**src/rtl/ro_puf_engine.sv**
```systemverilog
`default_nettype none
// ============================================================================
// Module   : ro_puf_engine
// Function : Ring-oscillator PUF. Races the rising edges of oscillator pairs
//            and turns each pair into one response bit.
// Revision : 1.0
// ============================================================================
module ro_puf_engine #(
    parameter int NUM_RO     = 16,
    parameter int RESP_BITS  = 8,
    parameter int CNT_W      = 16,
    parameter int WINDOW     = 1024,
    parameter int SETTLE_CYC = 8,
    parameter int CFG_W      = 6
) (
    input  logic                      clk,
    input  logic                      reset,
    input  logic                      start,
    input  logic [$clog2(NUM_RO)-1:0] challenge,
    input  logic [CFG_W-1:0]          cfg,
    input  logic [NUM_RO-1:0]         ro_in,
    output logic [NUM_RO-1:0]         ro_enable,
    output logic [CFG_W-1:0]          ro_cfg,
    output logic [RESP_BITS-1:0]      response,
    output logic                      valid,
    output logic                      busy,
    output logic [RESP_BITS-1:0]      tie
);

    localparam int IDX_W   = $clog2(NUM_RO);
    localparam int PAIR_W  = (RESP_BITS > 1) ? $clog2(RESP_BITS) : 1;
    localparam int SUM_W   = IDX_W + PAIR_W + 2;
    localparam int TMR_MAX = (WINDOW > SETTLE_CYC) ? WINDOW : SETTLE_CYC;
    localparam int TMR_W   = $clog2(TMR_MAX + 1);

    localparam logic [CNT_W-1:0]  CNT_MAX     = '1;
    localparam logic [TMR_W-1:0]  SETTLE_LAST = TMR_W'(SETTLE_CYC - 1);
    localparam logic [TMR_W-1:0]  WINDOW_LAST = TMR_W'(WINDOW - 1);
    localparam logic [PAIR_W-1:0] PAIR_LAST   = PAIR_W'(RESP_BITS - 1);
    localparam logic [IDX_W-1:0]  IDX_LAST    = IDX_W'(NUM_RO - 1);

    typedef enum logic [2:0] {
        IDLE    = 3'd0,
        SETTLE  = 3'd1,
        COUNT   = 3'd2,
        COMPARE = 3'd3,
        DONE    = 3'd4
    } state_t;

    state_t                state_q, state_d;
    logic [IDX_W-1:0]      chal_q, chal_d;
    logic [CFG_W-1:0]      cfg_q, cfg_d;
    logic [PAIR_W-1:0]     pair_q, pair_d;
    logic [TMR_W-1:0]      timer_q, timer_d;
    logic [CNT_W-1:0]      cnt_a_q, cnt_a_d;
    logic [CNT_W-1:0]      cnt_b_q, cnt_b_d;
    logic [RESP_BITS-1:0]  shadow_q, shadow_d;
    logic [RESP_BITS-1:0]  tie_sh_q, tie_sh_d;
    logic [RESP_BITS-1:0]  response_q, response_d;
    logic [RESP_BITS-1:0]  tie_q, tie_d;
    logic                  valid_q, valid_d;
    logic [NUM_RO-1:0]     sync1_q, sync1_d;
    logic [NUM_RO-1:0]     sync2_q, sync2_d;
    logic [NUM_RO-1:0]     prev_q, prev_d;

    logic [NUM_RO-1:0]     w_rise;
    logic [SUM_W-1:0]      w_pair_sum;
    logic [IDX_W-1:0]      w_a_idx;
    logic [IDX_W-1:0]      w_b_idx;

    // ro_in is asynchronous: two-flop synchronizer, then a one-flop edge detector
    always_comb begin
        sync1_d = ro_in;
        sync2_d = sync1_q;
        prev_d  = sync2_q;
    end

    assign w_rise = sync2_q & ~prev_q;

    always_comb begin
        w_pair_sum = SUM_W'(chal_q) + (SUM_W'(pair_q) << 1);
        w_a_idx    = IDX_W'(w_pair_sum % SUM_W'(NUM_RO));
        w_b_idx    = (w_a_idx == IDX_LAST) ? '0 : w_a_idx + IDX_W'(1);
    end

    always_comb begin
        state_d    = state_q;
        chal_d     = chal_q;
        cfg_d      = cfg_q;
        pair_d     = pair_q;
        timer_d    = timer_q;
        cnt_a_d    = cnt_a_q;
        cnt_b_d    = cnt_b_q;
        shadow_d   = shadow_q;
        tie_sh_d   = tie_sh_q;
        response_d = response_q;
        tie_d      = tie_q;
        valid_d    = 1'b0;

        unique case (state_q)
            IDLE: begin
                if (start) begin
                    state_d  = SETTLE;
                    chal_d   = challenge;
                    cfg_d    = cfg;
                    pair_d   = '0;
                    timer_d  = '0;
                    shadow_d = '0;
                    tie_sh_d = '0;
                end
            end
            SETTLE: begin
                cnt_a_d = '0;
                cnt_b_d = '0;
                if (timer_q == SETTLE_LAST) begin
                    timer_d = '0;
                    state_d = COUNT;
                end else begin
                    timer_d = timer_q + TMR_W'(1);
                end
            end
            COUNT: begin
                if (w_rise[w_a_idx] && (cnt_a_q != CNT_MAX)) cnt_a_d = cnt_a_q + CNT_W'(1);
                if (w_rise[w_b_idx] && (cnt_b_q != CNT_MAX)) cnt_b_d = cnt_b_q + CNT_W'(1);
                if (timer_q == WINDOW_LAST) begin
                    timer_d = '0;
                    state_d = COMPARE;
                end else begin
                    timer_d = timer_q + TMR_W'(1);
                end
            end
            COMPARE: begin
                shadow_d[pair_q] = (cnt_a_q > cnt_b_q);
                tie_sh_d[pair_q] = (cnt_a_q == cnt_b_q);
                if (pair_q == PAIR_LAST) begin
                    // Publish on the way into DONE so response/tie are valid alongside the pulse
                    state_d    = DONE;
                    response_d = shadow_d;
                    tie_d      = tie_sh_d;
                    valid_d    = 1'b1;
                end else begin
                    pair_d  = pair_q + PAIR_W'(1);
                    state_d = SETTLE;
                end
            end
            DONE: begin
                state_d = IDLE;
            end
            default: begin
                state_d = IDLE;
            end
        endcase
    end

    always_ff @(posedge clk or negedge reset) begin
        if (!reset) begin
            state_q    <= IDLE;
            chal_q     <= '0;
            cfg_q      <= '0;
            pair_q     <= '0;
            timer_q    <= '0;
            cnt_a_q    <= '0;
            cnt_b_q    <= '0;
            shadow_q   <= '0;
            tie_sh_q   <= '0;
            response_q <= '0;
            tie_q      <= '0;
            valid_q    <= 1'b0;
            sync1_q    <= '0;
            sync2_q    <= '0;
            prev_q     <= '0;
        end else begin
            state_q    <= state_d;
            chal_q     <= chal_d;
            cfg_q      <= cfg_d;
            pair_q     <= pair_d;
            timer_q    <= timer_d;
            cnt_a_q    <= cnt_a_d;
            cnt_b_q    <= cnt_b_d;
            shadow_q   <= shadow_d;
            tie_sh_q   <= tie_sh_d;
            response_q <= response_d;
            tie_q      <= tie_d;
            valid_q    <= valid_d;
            sync1_q    <= sync1_d;
            sync2_q    <= sync2_d;
            prev_q     <= prev_d;
        end
    end

    always_comb begin
        ro_enable = '0;
        if ((state_q == SETTLE) || (state_q == COUNT) || (state_q == COMPARE)) begin
            ro_enable[w_a_idx] = 1'b1;
            ro_enable[w_b_idx] = 1'b1;
        end
    end

    assign busy     = (state_q != IDLE);
    assign valid    = valid_q;
    assign response = response_q;
    assign tie      = tie_q;
    assign ro_cfg   = cfg_q;

endmodule
`default_nettype wire

```
**config.mk**
```make
export PLATFORM = sky130hd
export DESIGN_NAME = ro_puf_engine
export DESIGN_NICKNAME = d
export VERILOG_FILES = /design/src/rtl/ro_puf_engine.sv
export SDC_FILE = /design/constraint.sdc
export NUM_CORES = 1
export LEC_CHECK = 0
export ABC_AREA = 1
export CAP_MARGIN = 40
export CORE_ASPECT_RATIO = 0.8
export CORE_MARGIN = 1.5
export CORE_UTILIZATION = 53
export DETAILED_ROUTE_END_ITERATION = 10
export PLACE_DENSITY = 0.85
export SYNTH_ARGS = -nofsm -noshare
export SYNTH_HDL_FRONTEND = slang
export SYNTH_SLANG_ARGS = --single-unit
```
**constraint.sdc**
```tcl
create_clock -name clk -period 6.35 [get_ports clk]
set_input_delay 0.635 -clock clk [delete_from_list [all_inputs] [get_ports clk]]
set_output_delay 0.635 -clock clk [all_outputs]
set_load 0.05 [all_outputs]
```
==> flow_summary_export.csv, run 1 <==
group,metric,value,unit
status,status,"completed",
timing,skew,0.0189,ns
timing,setup-tns-final,0,ns
final_layout,fin_nets,1041,
timing,slew_headroom,47.0,%
floorplanning,die_x,134,µm
drt,postRouteAntennaNets,0,
timing,fin_crit_sh,64.3,%
final_layout,antenna_cells,0,
timing,finalHoldViolCount,0,
clock_tree,post_cts_buffers,0,
global_routing,grt_pass1_vias,5997,
timing,rsz0062_at_grt,"no",
global_routing,grt_pass1_wl,28400,µm
drt,dr_total_vias,6240,
timing,period_minus_slack,4.09,ns
floorplanning,rows,38,
global_routing,grt_antenna_before_repair,0,
worst_setup_path,critPathMaxStageDelay,0.83,ns
synthesis,yosysWarnings,0,
drt,via_per_inst,5.32,
placed_design,place_inst,1142,
worst_setup_path,crit_chain,"ha_1, ha_1, nand2_1, inv_1, nor2_1, inv_1, nor2_1, nand2_1, a21oi_1, clkdlybuf4s50_1",
synthesis,syn_nets,964,
floorplanning,initial_core_util,53.9,%
drt,totalWireLength,16700,µm
power_and_ir_drop,power,4.55,mW
drt,drt-initial-drc-count,523,
drt,drc,0,
clock_tree,htreeDepth,4,
drt,routedWlPerCell,14.3,µm
floorplanning,chipHeight,108,µm
final_layout,layout-drive-gt1-share,7.95,%
clock_tree,clock_sinks,140,
worst_setup_path,cp.arrival,3.45,ns
floorplanning,core_area,0.0135,mm²
flow_run,cap_violations,0,
clock_tree,clock_latency,0.42,ns
clock_tree,cts_tree,"done",
worst_setup_path,slowest_stage,"clkdlybuf4s50_1",
final_layout,fin_cells,1174,
clock_tree,hold_buffers,0,
timing,fmax,0.245,GHz
final_layout,areaGrowthSynthToFinish,20.2,%
power_and_ir_drop,pwr_density_cell,522,mW/mm²
timing,setup_viol,0,
placed_design,hpwl,11200,µm
worst_setup_path,crit_path_start_kind,"flop",
global_routing,grt_max_degree,56,
worst_setup_path,path_max_fanout,10,
worst_setup_path,path_class,"reg -> out",
timing,maxSlewViolCount,0,
final_layout,regArea,0.00350,mm²
hold_path,hp-class,"in -> async",
clock_tree,cts_resized,0,
drt,firstDrtPassIters,5,
final_layout,multi_input_area,0.00324,mm²
worst_setup_path,required,5.71,ns
synthesis,synth-seq-area-share,48.3,%
synthesis,synth_cells,904,
power_and_ir_drop,vdd_drop_max,0.392,mV
placed_design,numPortBuffers,68,
synthesis,synth_seq_cells,140,
clock_tree,path_clk_slew,0.06,ns
floorplanning,ioPinCount,69,
power_and_ir_drop,power_leakage,4.11,nW
clock_tree,cts_root_buffer,"clkbuf_16",
global_routing,gr-total-overflow,0,
placed_design,gp_congestion,0.898,
final_layout,nFillCells,1064,
clock_tree,numCtsBuffers,17,
synthesis,ys_types,45,
clock_tree,clk_path_buf_depth,2,
final_layout,utilization,64.7,%
synthesis,syn_area,0.00725,mm²
timing,worst_pin_slew,0.795,ns
worst_setup_path,critPathCaptureType,"output pin",
global_routing,grt_usage,24.8,%
synthesis,syn_avg_cell_area,8.02,µm²
floorplanning,fp.dieArea,0.0144,mm²
==> path summary, 6_finish.rpt <==
check / start / end / slack [ns] / cells after the start
max: pair_q[0] / ro_enable[15] / 2.26 / 10
min: reset / cnt_b_q[14] / 0.17 / 1
max reg2reg: chal_q[0] / cnt_b_q[3] / 2.75 / 11
min reg2reg: sync1_q[8] / prev_d[8] / 0.34 / 0
max in group asynchronous: reset / prev_q[5] / 5.03 / 3
min in group clk: sync1_q[8] / prev_d[8] / 0.34 / 0
==> sequential cells by signal, indices dropped and copies added, names as in the netlist <==
register and count:
chal_q 4, cnt_a_q 16, cnt_b_q 16, pair_q 3, prev_d 16, prev_q 16
response 8, ro_cfg 6, shadow_q 8, state_q 3, sync1_q 16, tie 8
tie_sh_q 8, timer_q 11, valid 1
==> synth_stat cells <==
master / instances / area [µm²]
a21oi_1: 49 / 245
nand4_1: 9 / 56.3
buf_2: 3 / 15.0
or2_2: 1 / 6.26
o221ai_1: 1 / 8.76
clkbuf_1: 7 / 26.3
o21ai_1: 1 / 5.00
nand3b_4: 1 / 20.0
clkinv_1: 3 / 11.3
nor3b_1: 6 / 45.0
nand2_4: 3 / 33.8
o22ai_1: 2 / 12.5
nand2_2: 22 / 138
inv_2: 2 / 7.51
ha_1: 30 / 375
buf_4: 1 / 7.51
dlygate4sd1_1: 1 / 8.76
dlygate4sd3_1: 1 / 10.0
nor3_2: 2 / 20.0
o21ai_0: 43 / 215
nor3_1: 26 / 130
nor2_1: 75 / 282
a221oi_1: 2 / 17.5
fa_1: 1 / 20.0
o2111ai_1: 1 / 8.76
inv_4: 1 / 6.26
nand2_1: 278 / 1040
buf_6: 2 / 22.5
a211oi_1: 2 / 15.0
a32o_1: 1 / 10.0
nand3_2: 2 / 20.0
xor2_1: 12 / 105
o21a_1: 2 / 15.0
o211ai_1: 1 / 7.51
clkbuf_8: 1 / 13.8
nand3_4: 1 / 17.5
nor4_1: 1 / 6.26
a31oi_1: 2 / 12.5
o21ai_4: 1 / 16.3
inv_1: 101 / 379
nand3_1: 56 / 280
dfrtp_1: 140 / 3500
o21bai_1: 1 / 7.51
nor2_2: 4 / 25.0
nand3b_1: 2 / 15.0
==> layout by cell type (no fill, tap or decap), types with 2 or more instances in the layout <==
| cell type | count |
|---|---|
| nor2_2 | 4 |
| ha_1 | 30 |
| o21ai_0 | 43 |
| o21a_1 | 2 |
| xor2_1 | 12 |
| nand3_1 | 56 |
| clkbuf_16 | 17 |
| o22ai_1 | 2 |
| inv_1 | 101 |
| clkinvlp_4 | 2 |
| nor3_1 | 26 |
| nand2_4 | 3 |
| nand4_1 | 9 |
| a221oi_1 | 2 |
| nor3_2 | 2 |
| inv_2 | 2 |
| nand3_2 | 2 |
| clkinv_4 | 4 |
| inv_8 | 4 |
| inv_6 | 3 |
| nor2_1 | 75 |
| nand3b_1 | 2 |
| nand2_1 | 278 |
| buf_4 | 4 |
| clkdlybuf4s50_1 | 67 |
| a211oi_1 | 2 |
| dfrtp_1 | 140 |
| a31oi_1 | 2 |
| nand2_2 | 22 |
| clkinv_1 | 3 |
| a21oi_1 | 49 |
| nor3b_1 | 6 |
==> stage by stage <==
stage,setup WS [ns],hold slack [ns],area [µm²]
final,2.26,0.167,8710
after global routing,2.09,0.216,8710
after CTS,2.31,0.195,8710
after detailed placement,2.76,0.335,8130
after global placement,2.76,0.333,8060
after floorplan,3.10,0.331,7250
==> kinds of logic (layout without fill, tap and decap cells) <==
family,Yosys count,count (layout),synth area share (%)
AO/OA/AOI/OAI,109,109,8.24
AND/OR/NAND/NOR,489,489,29.5
flip-flops,140,140,48.3
adder cells (fa/ha/maj),31,31,5.46
XOR/XNOR,12,12,1.45
buffers and inverters,123,213,7.01
==> routing by layer <==
| layer | global-route usage [%] | part of all wire (%) | vias up |
|---|---|---|---|
| met5 | 0 | 0 | - |
| met4 | 7.92 | 1.5 | 0 |
| met2 | 40.6 | 47 | 219 |
| met3 | 4.99 | 6.2 | 25 |
| li1 | - | - | 3054 |
| met1 | 33.4 | 45 | 2942 |
==> worst max-delay path: cells and delay by family (launching register included) <==
family                   cells  cell delay [ns]
buffers and inverters        3             1.00
flip-flops                   1             0.46
AND/OR/NAND/NOR              4             0.65
adder cells (fa/ha/maj)      2             0.76
AO/OA/AOI/OAI                1             0.15
==> power by group <==
| part | internal (mW) | switching [mW] | leakage (nW) |
|---|---|---|---|
| combinational | 0.695 | 1.69 | 2.06 |
| sequential | 1.06 | 0.127 | 1.78 |
| clock | 0.556 | 0.419 | 0.279 |
| total | 2.32 | 2.23 | 4.11 |
==> final cells by class <==
cell class / instances / area share, %
timing repair buffer: 74 / 8.66
clock inverter: 14 / 1.74
inverter: 107 / 4.64
tap: 180 / 2.59
multi-input combinational: 641 / 37.2
sequential: 140 / 40.2
clock buffer: 18 / 4.93
(Power assumes the default switching activity.)
==> run 2: changes to the inputs <==
Settings changed: CORE_UTILIZATION 53 to 52, PLACE_DENSITY 0.85 to 0.86.
Clock period 6.35 ns to 3.7 ns, I/O delays scaled along.
==> run 2 against run 1 <==
Compared with the run above: die area rose by 1.9%; first-iteration DRC count shrank 4.8%; utilization is 0.36 points lower; clock power increased by 70%; worst hold slack improved by 0.18 ns; final cell count is 0.77% higher; wire length fell by 2.0%; critical path depth unchanged; register-to-register slack got worse by 2.1 ns; critical path type unchanged.
==> flow_summary_export.csv, run 2 (synthesized netlist as in run 1, its figures left out) <==
group,metric,value,unit
drt,drt-initial-drc-count,498,
final_layout,layout-drive-gt1-share,9.07,%
drt,via_per_inst,5.19,
final_layout,final_common_cell,"nand2_1",
timing,fin_crit_sh,93.3,%
clock_tree,clk_path_buf_depth,2,
worst_setup_path,r2r_start,"pair_q[0]",
worst_setup_path,critPathMaxStageDelay,0.54,ns
timing,fmax,0.290,GHz
clock_tree,numCtsBuffers,17,
drt,postRouteAntennaNets,0,
floorplanning,core_area,0.0136,mm²
timing,slew_headroom,48.5,%
drt,firstDrtPassIters,5,
hold_path,hp-class,"reg -> reg",
floorplanning,fp.dieArea,0.0147,mm²
placed_design,place_inst,1150,
floorplanning,rows,38,
worst_setup_path,critPathCaptureType,"output pin",
final_layout,utilization,64.4,%
power_and_ir_drop,power,7.77,mW
timing,setup_viol,0,
global_routing,grt_max_degree,71,
placed_design,numPortBuffers,68,
placed_design,gp_congestion,0.932,
hold_path,hold_depth,0,
worst_setup_path,startpoint,"pair_q[0]",
timing,period_minus_slack,3.45,ns
final_layout,fin_nets,1050,
global_routing,grt_pass1_wl,27800,µm
hold_path,hp-start,"sync1_q[1]",
timing,finalHoldViolCount,0,
power_and_ir_drop,pwr_density_cell,887,mW/mm²
drt,routedWlPerCell,13.9,µm
worst_setup_path,crit_path_start_kind,"flop",
flow_run,cap_violations,0,
worst_setup_path,crit_family,"adder cells",
worst_setup_path,reg2reg_slack,0.61,ns
clock_tree,path_clk_slew,0.06,ns
hold_path,hold_path_end,"prev_d[1]",
worst_setup_path,crit_chain,"ha_1, fa_1, nand2_1, inv_1, nor2_1, inv_1, nor2_2, nand2_1, a21oi_1, dlygate4sd2_1",
final_layout,areaGrowthSynthToFinish,20.8,%
placed_design,post-place-ws,0.338,ns
worst_setup_path,cp.arrival,3.08,ns
floorplanning,chipHeight,109,µm
status,status,"completed",
power_and_ir_drop,power_leakage,4.28,nW
clock_tree,post_cts_buffers,0,
final_layout,fin_cells,1183,
floorplanning,ioPinCount,69,
timing,rsz0062_at_grt,"no",
clock_tree,htreeDepth,4,
drt,dr_total_vias,6140,
global_routing,grt_pass1_vias,5788,
timing,fin_ws,0.246,ns
worst_setup_path,slowest_stage,"dlygate4sd2_1",
final_layout,final_cell_mix,"nand2_1 (278), dfrtp_1 (140), inv_1 (101)",
worst_setup_path,path_max_fanout,7,
clock_tree,cts_root_buffer,"clkbuf_16",
clock_tree,cts_tree,"done",
global_routing,gr-total-overflow,0,
worst_setup_path,rr_worst_depth,15,
final_layout,antenna_cells,0,
floorplanning,initial_core_util,53.3,%
global_routing,grt_usage,24.2,%
clock_tree,clock_latency,0.42,ns
global_routing,grt_antenna_before_repair,0,
worst_setup_path,required,3.33,ns
timing,setup-tns-final,0,ns
placed_design,hpwl,11600,µm
power_and_ir_drop,vdd_drop_max,0.646,mV
drt,drc,0,
timing,maxSlewViolCount,0,
worst_setup_path,path_class,"reg -> out",
floorplanning,die_x,135,µm
worst_setup_path,critPathBufInv,3,
timing,skew,0.0122,ns
drt,totalWireLength,16400,µm
worst_setup_path,r2r_end,"cnt_b_q[4]",
timing,worst_pin_slew,0.773,ns
clock_tree,clock_sinks,140,
-- run 2: final cells by class --
class | instances | area [µm²]
Clock buffer | 17 | 425
Clock inverter | 15 | 151
Timing Repair Buffer | 83 | 808
Sequential cell | 140 | 3500
Multi-Input combinational cell | 641 | 3240
Fill cell | 1155 | 4840
Inverter | 107 | 404
Tap cell | 180 | 225
-- run 2: layer usage --
metal	global-route usage [%]	share of wire (%)	wire, µm
met5	0	0	0
met4	7.83	1.3	220
met3	5.53	5.3	875
met1	33.6	47	7780
met2	37.7	46	7530
-- run 2: repair_timing --
action                                  4_1_cts  5_1_grt
hold buffers                                  1        0
hold endpoints to repair                     30        0
gates resized for setup                       8        7
endpoints found under the setup margin        8        6
-- run 2: report_power, final --
part | internal, mW | total (mW) | switching, mW
Sequential | 1.83 | 2.03 | 0.198
Combinational | 1.19 | 4.08 | 2.89
Clock | 0.949 | 1.66 | 0.711
Total | 3.97 | 7.77 | 3.80
-- run 2: how the worst max path moves through the flow --
stage,endpoint,depth (start not counted)
floorplan,ro_enable[12],9
global placement,ro_enable[15],10
detailed placement,ro_enable[15],10
CTS,ro_enable[10],9
global route,ro_enable[6],10
finish,ro_enable[4],10
-- run 2: metrics by stage --
stage	instance area, µm²	hold slack, ns
floorplan	7250	0.0744
global placement	8130	0.332
detailed placement	8170	0.280
CTS	8740	0.348
global route	8750	0.348
finish	8750	0.347
==> run 3: changes to the inputs <==
Settings changed: GPL_TIMING_DRIVEN set to 0.
==> run 3 against run 2 <==
Compared with the run above: setup slack lost 0.060 ns; global-route usage grew 1.1 points; critical path depth unchanged; flip-flop and latch count unchanged; sequential share of layout area barely moved; clock power is essentially flat; sequential power hardly changed; cell area barely moved; wire length is 1.4% higher; count of clock-buffer cells in the layout unchanged; fmax is 1.7% lower.
==> flow_summary_export.csv, run 3 (synthesized netlist as in run 1, its figures left out) <==
group,metric,value,unit
drt,totalWireLength,16600,µm
worst_setup_path,crit_path_start_kind,"flop",
drt,dr_total_vias,6321,
timing,period_minus_slack,3.51,ns
final_layout,layout-drive-gt1-share,8.64,%
global_routing,grt_pass1_wl,29200,µm
clock_tree,path_clk_slew,0.06,ns
timing,skew,0.0170,ns
floorplanning,ioPinCount,69,
global_routing,grt_pass1_vias,6232,
global_routing,gr-total-overflow,0,
clock_tree,post_cts_buffers,0,
timing,rsz0062_at_grt,"no",
floorplanning,chipHeight,109,µm
timing,setup-tns-final,0,ns
drt,routedWlPerCell,14.0,µm
worst_setup_path,startpoint,"pair_q[0]",
clock_tree,cts_root_buffer,"clkbuf_16",
timing,slew_headroom,47.8,%
timing,finalHoldViolCount,0,
placed_design,gp_congestion,0.938,
hold_path,hp-class,"reg -> reg",
final_layout,final_cell_mix,"nand2_1 (278), dfrtp_1 (140), inv_1 (101)",
power_and_ir_drop,vdd_drop_max,0.557,mV
floorplanning,initial_core_util,53.3,%
timing,fmax,0.285,GHz
timing,worst_pin_slew,0.784,ns
worst_setup_path,required,3.33,ns
worst_setup_path,crit_chain,"ha_1, fa_1, nand2_1, inv_1, nor2_1, inv_1, nor2_2, nand2_1, a21oi_1, dlygate4sd2_1",
final_layout,antenna_cells,0,
floorplanning,core_area,0.0136,mm²
final_layout,areaGrowthSynthToFinish,20.7,%
drt,firstDrtPassIters,5,
drt,via_per_inst,5.33,
power_and_ir_drop,pwr_density_cell,894,mW/mm²
worst_setup_path,path_max_fanout,7,
power_and_ir_drop,power_leakage,4.20,nW
global_routing,grt_usage,25.2,%
placed_design,hpwl,11800,µm
global_routing,grt_antenna_before_repair,0,
hold_path,hp-start,"sync1_q[2]",
clock_tree,cts_tree,"done",
worst_setup_path,critPathCaptureType,"output pin",
clock_tree,clock_latency,0.42,ns
timing,maxSlewViolCount,0,
worst_setup_path,slowest_stage,"fa_1",
timing,setup_viol,0,
drt,postRouteAntennaNets,0,
final_layout,utilization,64.3,%
floorplanning,rows,38,
global_routing,grt_max_degree,90,
clock_tree,numCtsBuffers,17,
worst_setup_path,cp.arrival,3.14,ns
floorplanning,fp.dieArea,0.0147,mm²
drt,drt-initial-drc-count,524,
power_and_ir_drop,power,7.82,mW
clock_tree,clk_path_buf_depth,2,
clock_tree,clock_sinks,140,
drt,drc,0,
worst_setup_path,r2r_start,"pair_q[0]",
worst_setup_path,path_class,"reg -> out",
final_layout,final_common_cell,"nand2_1",
final_layout,fin_nets,1054,
floorplanning,die_x,135,µm
worst_setup_path,critPathMaxStageDelay,0.55,ns
timing,fin_crit_sh,95.0,%
placed_design,numPortBuffers,68,
flow_run,cap_violations,0,
clock_tree,htreeDepth,4,
status,status,"completed",
## run 3: report_power, final
part / internal, mW / switching (mW)
combinational: 1.19 / 2.93
clock: 0.949 / 0.717
sequential: 1.83 / 0.210
## run 3: critical path: cells and delay by family, from the launching register on
kind / cells / cell delay, ns
flip-flops: 1 / 0.46
buffers and inverters: 3 / 0.73
AO/OA/AOI/OAI: 1 / 0.12
AND/OR/NAND/NOR: 4 / 0.63
adder cells (fa/ha/maj): 2 / 0.79
## run 3: repair_timing
item	in CTS	in global routing
cloned	0	0
hold buffers	1	0
resized for setup	16	11
setup endpoints to repair	16	7
endpoints found under the hold margin	51	0
pin swaps	0	0
## run 3: layout make-up
| class | instances | area (µm²) |
|---|---|---|
| clock buffers | 17 | 425 |
| fillers | 1116 | 4850 |
| clock inverters | 15 | 150 |
| well taps | 180 | 225 |
| inverters | 107 | 404 |
| multi-input cells | 641 | 3240 |
| plain buffers | 16 | 104 |
| repair buffers | 71 | 696 |
| flip-flops and latches | 140 | 3500 |
## run 3: metrics by stage
step	cell area (µm²)	hold WS, ns	std cells	setup WS [ns]
global placement	8150	0.333	1152	-3.19
finish	8750	0.350	1187	0.186
global route	8750	0.355	1187	0.00267
detailed placement	8200	0.336	1154	0.224
floorplan	7250	0.0744	904	0.720
CTS	8760	0.350	1187	0.0646
## run 3: metal layers
layer	global-route usage, %	vias to the layer above	share of wire (%)
met1	33.5	3030	45
met3	7.69	15	6.3
li1	-	3084	-
met5	0	-	0
met2	40.0	192	48
met4	7.60	0	1.1
## run 3: path summary, 6_finish.rpt
path | endpoint | slack, ns | depth (start not counted)
worst max-delay path | ro_enable[4] | 0.19 | 10
worst min-delay path | prev_d[2] | 0.35 | 0
worst max register to register | cnt_b_q[11] | 0.63 | 16
worst min register to register | prev_d[2] | 0.35 | 0
max in group asynchronous | pair_q[1] | 2.44 | 3
min in group asynchronous | sync1_q[3] | 0.48 | 2
